`src/rtl/core_ctrl.sv`:
```
`default_nettype none
// ============================================================================
// Module   : core_ctrl
// Brief    : Instruction sequencer for the attention core. One start pulse
//            runs K load, Q execute, FIFO drain and optional row normalize.
//            Optional NORM phase is enabled by defining CORE_CTRL_NORM_EN.
// Revision : 1.0 - initial release
// ============================================================================
module core_ctrl #(
    parameter int COL = 8,
    parameter int LEN = 8
) (
    input  logic        clk,
    input  logic        reset,
    input  logic        start,
    input  logic        fifo_valid,
    output logic [19:0] inst,
    output logic        busy,
    output logic        done
);

    localparam logic [2:0] c_IDLE  = 3'd0;
    localparam logic [2:0] c_KLOAD = 3'd1;
    localparam logic [2:0] c_KWAIT = 3'd2;
    localparam logic [2:0] c_QEXEC = 3'd3;
    localparam logic [2:0] c_DRAIN = 3'd4;
    localparam logic [2:0] c_DONE  = 3'd5;
`ifdef CORE_CTRL_NORM_EN
    localparam logic [2:0] c_NORM  = 3'd6;
`endif

    localparam logic [3:0] c_COL_LAST = 4'(COL - 1);
    localparam logic [3:0] c_LEN_LAST = 4'(LEN - 1);

    logic [2:0]  r_state;
    logic [3:0]  r_cnt;
    logic [19:0] w_inst;
`ifdef CORE_CTRL_NORM_EN
    logic [1:0]  r_phase;
`endif

    // Instruction for the current state; registered so it lags the state by one cycle.
    always_comb begin
        w_inst = 20'h00000;
        case (r_state)
            c_KLOAD: w_inst = {4'h0, r_cnt, 4'h0, 8'h48};
            c_QEXEC: w_inst = {4'h0, r_cnt, 4'h0, 8'hA0};
            c_DRAIN: if (fifo_valid) w_inst = {4'h1, 4'h0, r_cnt, 8'h01};
`ifdef CORE_CTRL_NORM_EN
            c_NORM: begin
                case (r_phase)
                    2'd0:    w_inst = {4'h0, 4'h0, r_cnt, 8'h02};
                    2'd1:    w_inst = 20'h20000;
                    default: w_inst = {4'hC, 4'h0, r_cnt, 8'h01};
                endcase
            end
`endif
            default: w_inst = 20'h00000;
        endcase
    end

    always_ff @(posedge clk) begin
        if (reset) begin
            r_state <= c_IDLE;
            r_cnt   <= 4'd0;
`ifdef CORE_CTRL_NORM_EN
            r_phase <= 2'd0;
`endif
            inst    <= 20'h00000;
            busy    <= 1'b0;
            done    <= 1'b0;
        end else begin
            inst <= w_inst;
            busy <= (r_state != c_IDLE);
            done <= (r_state == c_DONE);
            case (r_state)
                c_IDLE: begin
                    if (start) begin
                        r_state <= c_KLOAD;
                        r_cnt   <= 4'd0;
                    end
                end
                c_KLOAD: begin
                    if (r_cnt == c_COL_LAST) begin
                        r_state <= c_KWAIT;
                        r_cnt   <= 4'd0;
                    end else begin
                        r_cnt <= r_cnt + 4'd1;
                    end
                end
                c_KWAIT: begin
                    if (r_cnt == c_COL_LAST) begin
                        r_state <= c_QEXEC;
                        r_cnt   <= 4'd0;
                    end else begin
                        r_cnt <= r_cnt + 4'd1;
                    end
                end
                c_QEXEC: begin
                    if (r_cnt == c_LEN_LAST) begin
                        r_state <= c_DRAIN;
                        r_cnt   <= 4'd0;
                    end else begin
                        r_cnt <= r_cnt + 4'd1;
                    end
                end
                c_DRAIN: begin
                    // The row counter only advances on cycles that actually pop.
                    if (fifo_valid) begin
                        if (r_cnt == c_LEN_LAST) begin
`ifdef CORE_CTRL_NORM_EN
                            r_state <= c_NORM;
                            r_phase <= 2'd0;
`else
                            r_state <= c_DONE;
`endif
                            r_cnt   <= 4'd0;
                        end else begin
                            r_cnt <= r_cnt + 4'd1;
                        end
                    end
                end
`ifdef CORE_CTRL_NORM_EN
                c_NORM: begin
                    if (r_phase == 2'd2) begin
                        r_phase <= 2'd0;
                        if (r_cnt == c_LEN_LAST) begin
                            r_state <= c_DONE;
                            r_cnt   <= 4'd0;
                        end else begin
                            r_cnt <= r_cnt + 4'd1;
                        end
                    end else begin
                        r_phase <= r_phase + 2'd1;
                    end
                end
`endif
                c_DONE:  r_state <= c_IDLE;
                default: r_state <= c_IDLE;
            endcase
        end
    end

endmodule
`default_nettype wire

```
`config.mk`:
```
export PLATFORM = sky130hd
export DESIGN_NAME = core_ctrl
export DESIGN_NICKNAME = d
export VERILOG_FILES = /design/src/rtl/core_ctrl.sv
export SDC_FILE = /design/constraint.sdc
export NUM_CORES = 1
export LEC_CHECK = 0
export ABC_CLOCK_PERIOD_IN_PS = 2800
export BUFFER_PORTS_ARGS = -buffer_cell sky130_fd_sc_hd__buf_2
export CORE_MARGIN = 3
export CORE_UTILIZATION = 35
export CTS_CLUSTER_SIZE = 25
export DETAILED_ROUTE_END_ITERATION = 8
export PLACE_DENSITY_LB_ADDON = 0.25
export SLEW_MARGIN = 10
export SYNTH_ARGS = -nofsm -noshare
export SYNTH_HDL_FRONTEND = slang
export SYNTH_SLANG_ARGS = --single-unit
```
`constraint.sdc`:
```
create_clock -name clk -period 2.8 [get_ports clk]
set_clock_uncertainty 0.05 [all_clocks]
set_input_delay 0.56 -clock clk [delete_from_list [all_inputs] [get_ports clk]]
set_output_delay 0.56 -clock clk [all_outputs]
set_load 0.1 [all_outputs]
```
# --- Word-level counts from Yosys, hierarchy flattened ---
# Cells that the tools add are included.
word_totals:
  ff_bits: 29
  out_inout_bits: 22
  elab_cells: 37
classes:
  addsub: 1
  eq_ne: 12
  n_mux: 13
  n_reduce_logical: 6
op_table:
  columns: ["cell", "count"]
  rows:
  - ["17-bit case mux with 3 select lines", 1]
  - ["3-bit two-way mux", 6]
  - ["17-bit two-way mux", 1]
  - ["3-bit case mux with 5 select lines", 1]
  - ["4-bit two-way mux", 3]
  - ["2-bit != test (second input constant)", 6]
  - ["4-bit case mux with 3 select lines", 1]
  - ["3-bit by 2-bit == test with 1-bit output (second input constant)", 2]
  - ["3-bit == test (second input constant)", 2]
  - ["6-bit AND reduction", 1]
  - ["3-bit nonzero test", 2]
  - ["4-bit by 1-bit adder with 4-bit output (second input constant)", 1]
  - ["4-bit by 3-bit == test with 1-bit output (second input constant)", 1]
  - ["3-bit by 1-bit == test with 1-bit output (second input constant)", 1]
  - ["3-bit logical NOT", 1]
  - ["3-bit AND reduction", 1]
  - ["3-bit OR reduction", 1]

# --- Depth between registers and ports, before layout ---
depth:
  word_depth: 4
  mapped_depth: 5
  mapped_depth_nobuf: 5

# --- Least setup slack after synthesis ---
# Ideal clock, no wire load.
synth_timing:
  kind: "reg-to-output"
  from: "register, netlist name inst[0]"
  to: "output inst[16]"
  arrival_time_ns: 1.356
  required_time_ns: 2.190
  setup_slack_ns: 0.834
  stages_incl_launch_ff: 2
  n_path_buf: 1
  cell_sequence: "dfxtp_1 buf_4"
synth_rtl:
  columns: ["item", "line_no", "text"]
  rows:
  - ["end, declared", "17", "output logic [19:0] inst,"]

==> impl_results.md <==
* Std cell rows at 17
* Seq/Total Area, Yosys at 46.9%
* Setup TNS Final at 0 ns
* Antenna viol nets, final at 0
* RR Endpoint: r_state[1]$_SDFFE_PP0P_
* Vias at 648
* Placed Cells at 129
* Pint at 0.447 mW
* Met1 WL at 652 um
* Fmax at 0.602 GHz
* Width of the die at 55.4 um
* Critical path required time at 2.19 ns
* Final Hold Fails at 0
* GR Overflow Total at 0
* Gpl congestion at 0.747
* H-tree levels at 1
* Xor/xnor share of the synthesized area at 1.03%
* Most frequent cells in the layout: 20 x dfxtp_1, 19 x buf_2, 9 x and2_1
* FFs w/ async S/R, synth at 0%
* Arrival time at the worst endpoint at 1.05 ns
* Initial drt markers at 8
* RSZ-0062 raised after global routing: false
* FF-to-FF Start: r_cnt[0]$_SDFFE_PP0P_
* R2R cell count at 5
* Port Buffers at 19
* Clk pin slew, worst setup/hold paths at 0.11 ns
* Slew Limit Fails at 0
* Clk Latency, worst-skew pair at 0.29 ns
* Min Tclk post-route at 1.66 ns
* Syn avg cell area at 9.48 um2
* Initial antenna violation count at 0
* Critical path's top delay family: buffers and inverters
* Startpoint type of the worst setup path: register
* Type of the worst setup path: register to primary output
* Cell count after synthesis at 90
* WHS at 0.460 ns
* Synth Area in Adders at 1.47%
* Buf/Inv on CP at 1
* Most used flip-flop cell after synthesis: dfxtp_1
* Synth Area in Simple Gates at 26.5%
* Leakage power at 0.426 nW
* Reg2Reg Setup Slack at 1.33 ns
* Pwr Total at 0.608 mW
* Root Driver: clkbuf_4
* Pwr/cell area at 633 nW/um2
* TritonCTS Buffers at 3
* Worst setup endpoint: inst[3]
* Hold-fix buffers, CTS at 0
* Initial core utilization at 37.8%
* 1st-pass router iterations at 4
* Postcts setup bufs at 0
* Met3 wire length at 109 um
* Fillers at 233
* DIE AREA at 3070 um2
* CP Cell Sequence: buf_2
* Nets at 111
* Final std cells w/o fill at 133
* Crit-path max FO at 2
* Synth Warn # at 0
* Drt wl/cell at 11.1 um
* Post-synth cell types at 30
* Cell depth of the worst setup path at 1
* Diode count at 0
* IO Pins at 26
* Hpwl dp at 1080 um
* Resize count post-CTS at 0
* Delay of the slowest critical-path stage at 0.42 ns
* Layout cell share with drive strength beyond 1 at 22.9%
* Mux cell area share after synthesis at 0%
* CTS Buffer Depth at 2
* Area grow syn2layout at 12.5%
* Top Layer Used: met4
* Run status: completed
* Max-cap violations at 0
* Number of global-route vias before repair at 544
* Post-route clock period utilization at 59.3%
* VDD IR max at 287 uV
* Post-synth EDFFs at 0
* CP endpoint kind: primary output
* Post-layout util at 42.6%
* Critical Path Slowest Stage Cell: buf_2
* Final wirelength at 1480 um
* Vias/cell at 4.87
* Met2 Wirelength at 709 um
* CP startpoint: inst[6]$_SDFF_PP0_
* Post-synthesis compound-gate area fraction at 12.0%
* Core area at 2250 um2
* CTS sink cnt at 20
* Psw at 0.161 mW
* Min-delay worst type: register to register
* Reg power frac at 48.6%
* Largest net degree at the start of global routing at 14
* Die Y at 55.4 um
* Post-Syn Area at 853 um2
* First-pass GRT wire length at 2370 um
* DRC viols at 0
* CTS tree: done
* Net Sw Frac at 26.5%
* Combinational power share at 14.0%
* Largest family of logic cells by synthesized area: simple AND/OR/NAND/NOR gates
* Commonest non-fill, non-tap cell in the layout: dfxtp_1
* Endpoints failing setup at 0
* Worst hold path cell count at 2
* Seq cells post-synth at 20
* Clk pwr share at 37.5%
* Total GRT Usage at 9.49%
logic make-up (layout without fill, tap and decap cells):
family,count (synthesis),after routing
AO/OA/AOI/OAI,16,16
XOR/XNOR,1,1
adder cells (fa/ha/maj),1,1
buffers and inverters,14,24
flip-flops,20,20
other,1,6
AND/OR/NAND/NOR,37,37
sequential cells by signal (all words and copies together), names as in the netlist:
signal,flops
r_state,3
done,1
r_cnt,4
busy,1
inst,11
power by group through the flow:
stage / logic (mW) / clock network [mW] / registers, mW
4_1_cts: 0.0850 / 0.236 / 0.295
2_1_floorplan: 0.0715 / 0 / 0.313
5_1_grt: 0.0888 / 0.246 / 0.297
3_3_place_gp: 0.0843 / 0 / 0.302
6_report: 0.0848 / 0.228 / 0.295
3_5_place_dp: 0.0845 / 0 / 0.302
per-layer routing:
layer / vias to the layer above / track usage, %
li1: 322 / -
met5: - / 0
met2: 26 / 15.5
met3: 2 / 3.50
met1: 298 / 11.4
met4: 0 / 3.13
through the flow:
stage	setup WS, ns	area, um2
6_report	1.14	960
2_1_floorplan	0.834	872
3_5_place_dp	1.33	907
4_1_cts	1.12	960
5_1_grt	1.09	960
3_3_place_gp	1.36	907
cells in the mapped netlist (2+ instances only):
cell type | number | area, um2
nand4b_1 | 2 | 17.5
o21ai_0 | 3 | 15.0
a21oi_1 | 6 | 30.0
o21bai_1 | 2 | 15.0
nand3_1 | 2 | 10.0
nor3_1 | 5 | 25.0
nor3b_1 | 2 | 15.0
nor2_1 | 5 | 18.8
and2_1 | 9 | 56.3
nand2b_1 | 2 | 12.5
dfxtp_1 | 20 | 400
nand2_1 | 3 | 11.3
nor2b_1 | 2 | 12.5
o21a_1 | 2 | 15.0
buf_4 | 10 | 75.1
worst min-delay path by stage:
| stage | from | end | slack [ns] |
|---|---|---|---|
| 2_1_floorplan | r_cnt[1]$_SDFFE_PP0P_ | r_cnt[1]$_SDFFE_PP0P_ | 0.42 |
| 3_3_place_gp | r_cnt[1]$_SDFFE_PP0P_ | r_cnt[1]$_SDFFE_PP0P_ | 0.44 |
| 3_5_place_dp | r_cnt[1]$_SDFFE_PP0P_ | r_cnt[1]$_SDFFE_PP0P_ | 0.45 |
| 4_1_cts | r_cnt[1]$_SDFFE_PP0P_ | r_cnt[1]$_SDFFE_PP0P_ | 0.47 |
| 5_1_grt | r_cnt[1]$_SDFFE_PP0P_ | r_cnt[1]$_SDFFE_PP0P_ | 0.50 |
| 6_report | r_cnt[1]$_SDFFE_PP0P_ | r_cnt[1]$_SDFFE_PP0P_ | 0.46 |
layout make-up:
cell class / count / area [um2] / area share [%]
clock buffers: 3 / 22.5 / 2.35
flip-flops and latches: 20 / 400 / 41.7
inverters: 1 / 3.75 / 0.391
well taps: 28 / 35.0 / 3.65
multi-input cells: 61 / 373 / 38.9
repair buffers: 19 / 95.1 / 9.91
clock inverters: 1 / 30.0 / 3.13
Power figures use the tool's default switching activity.
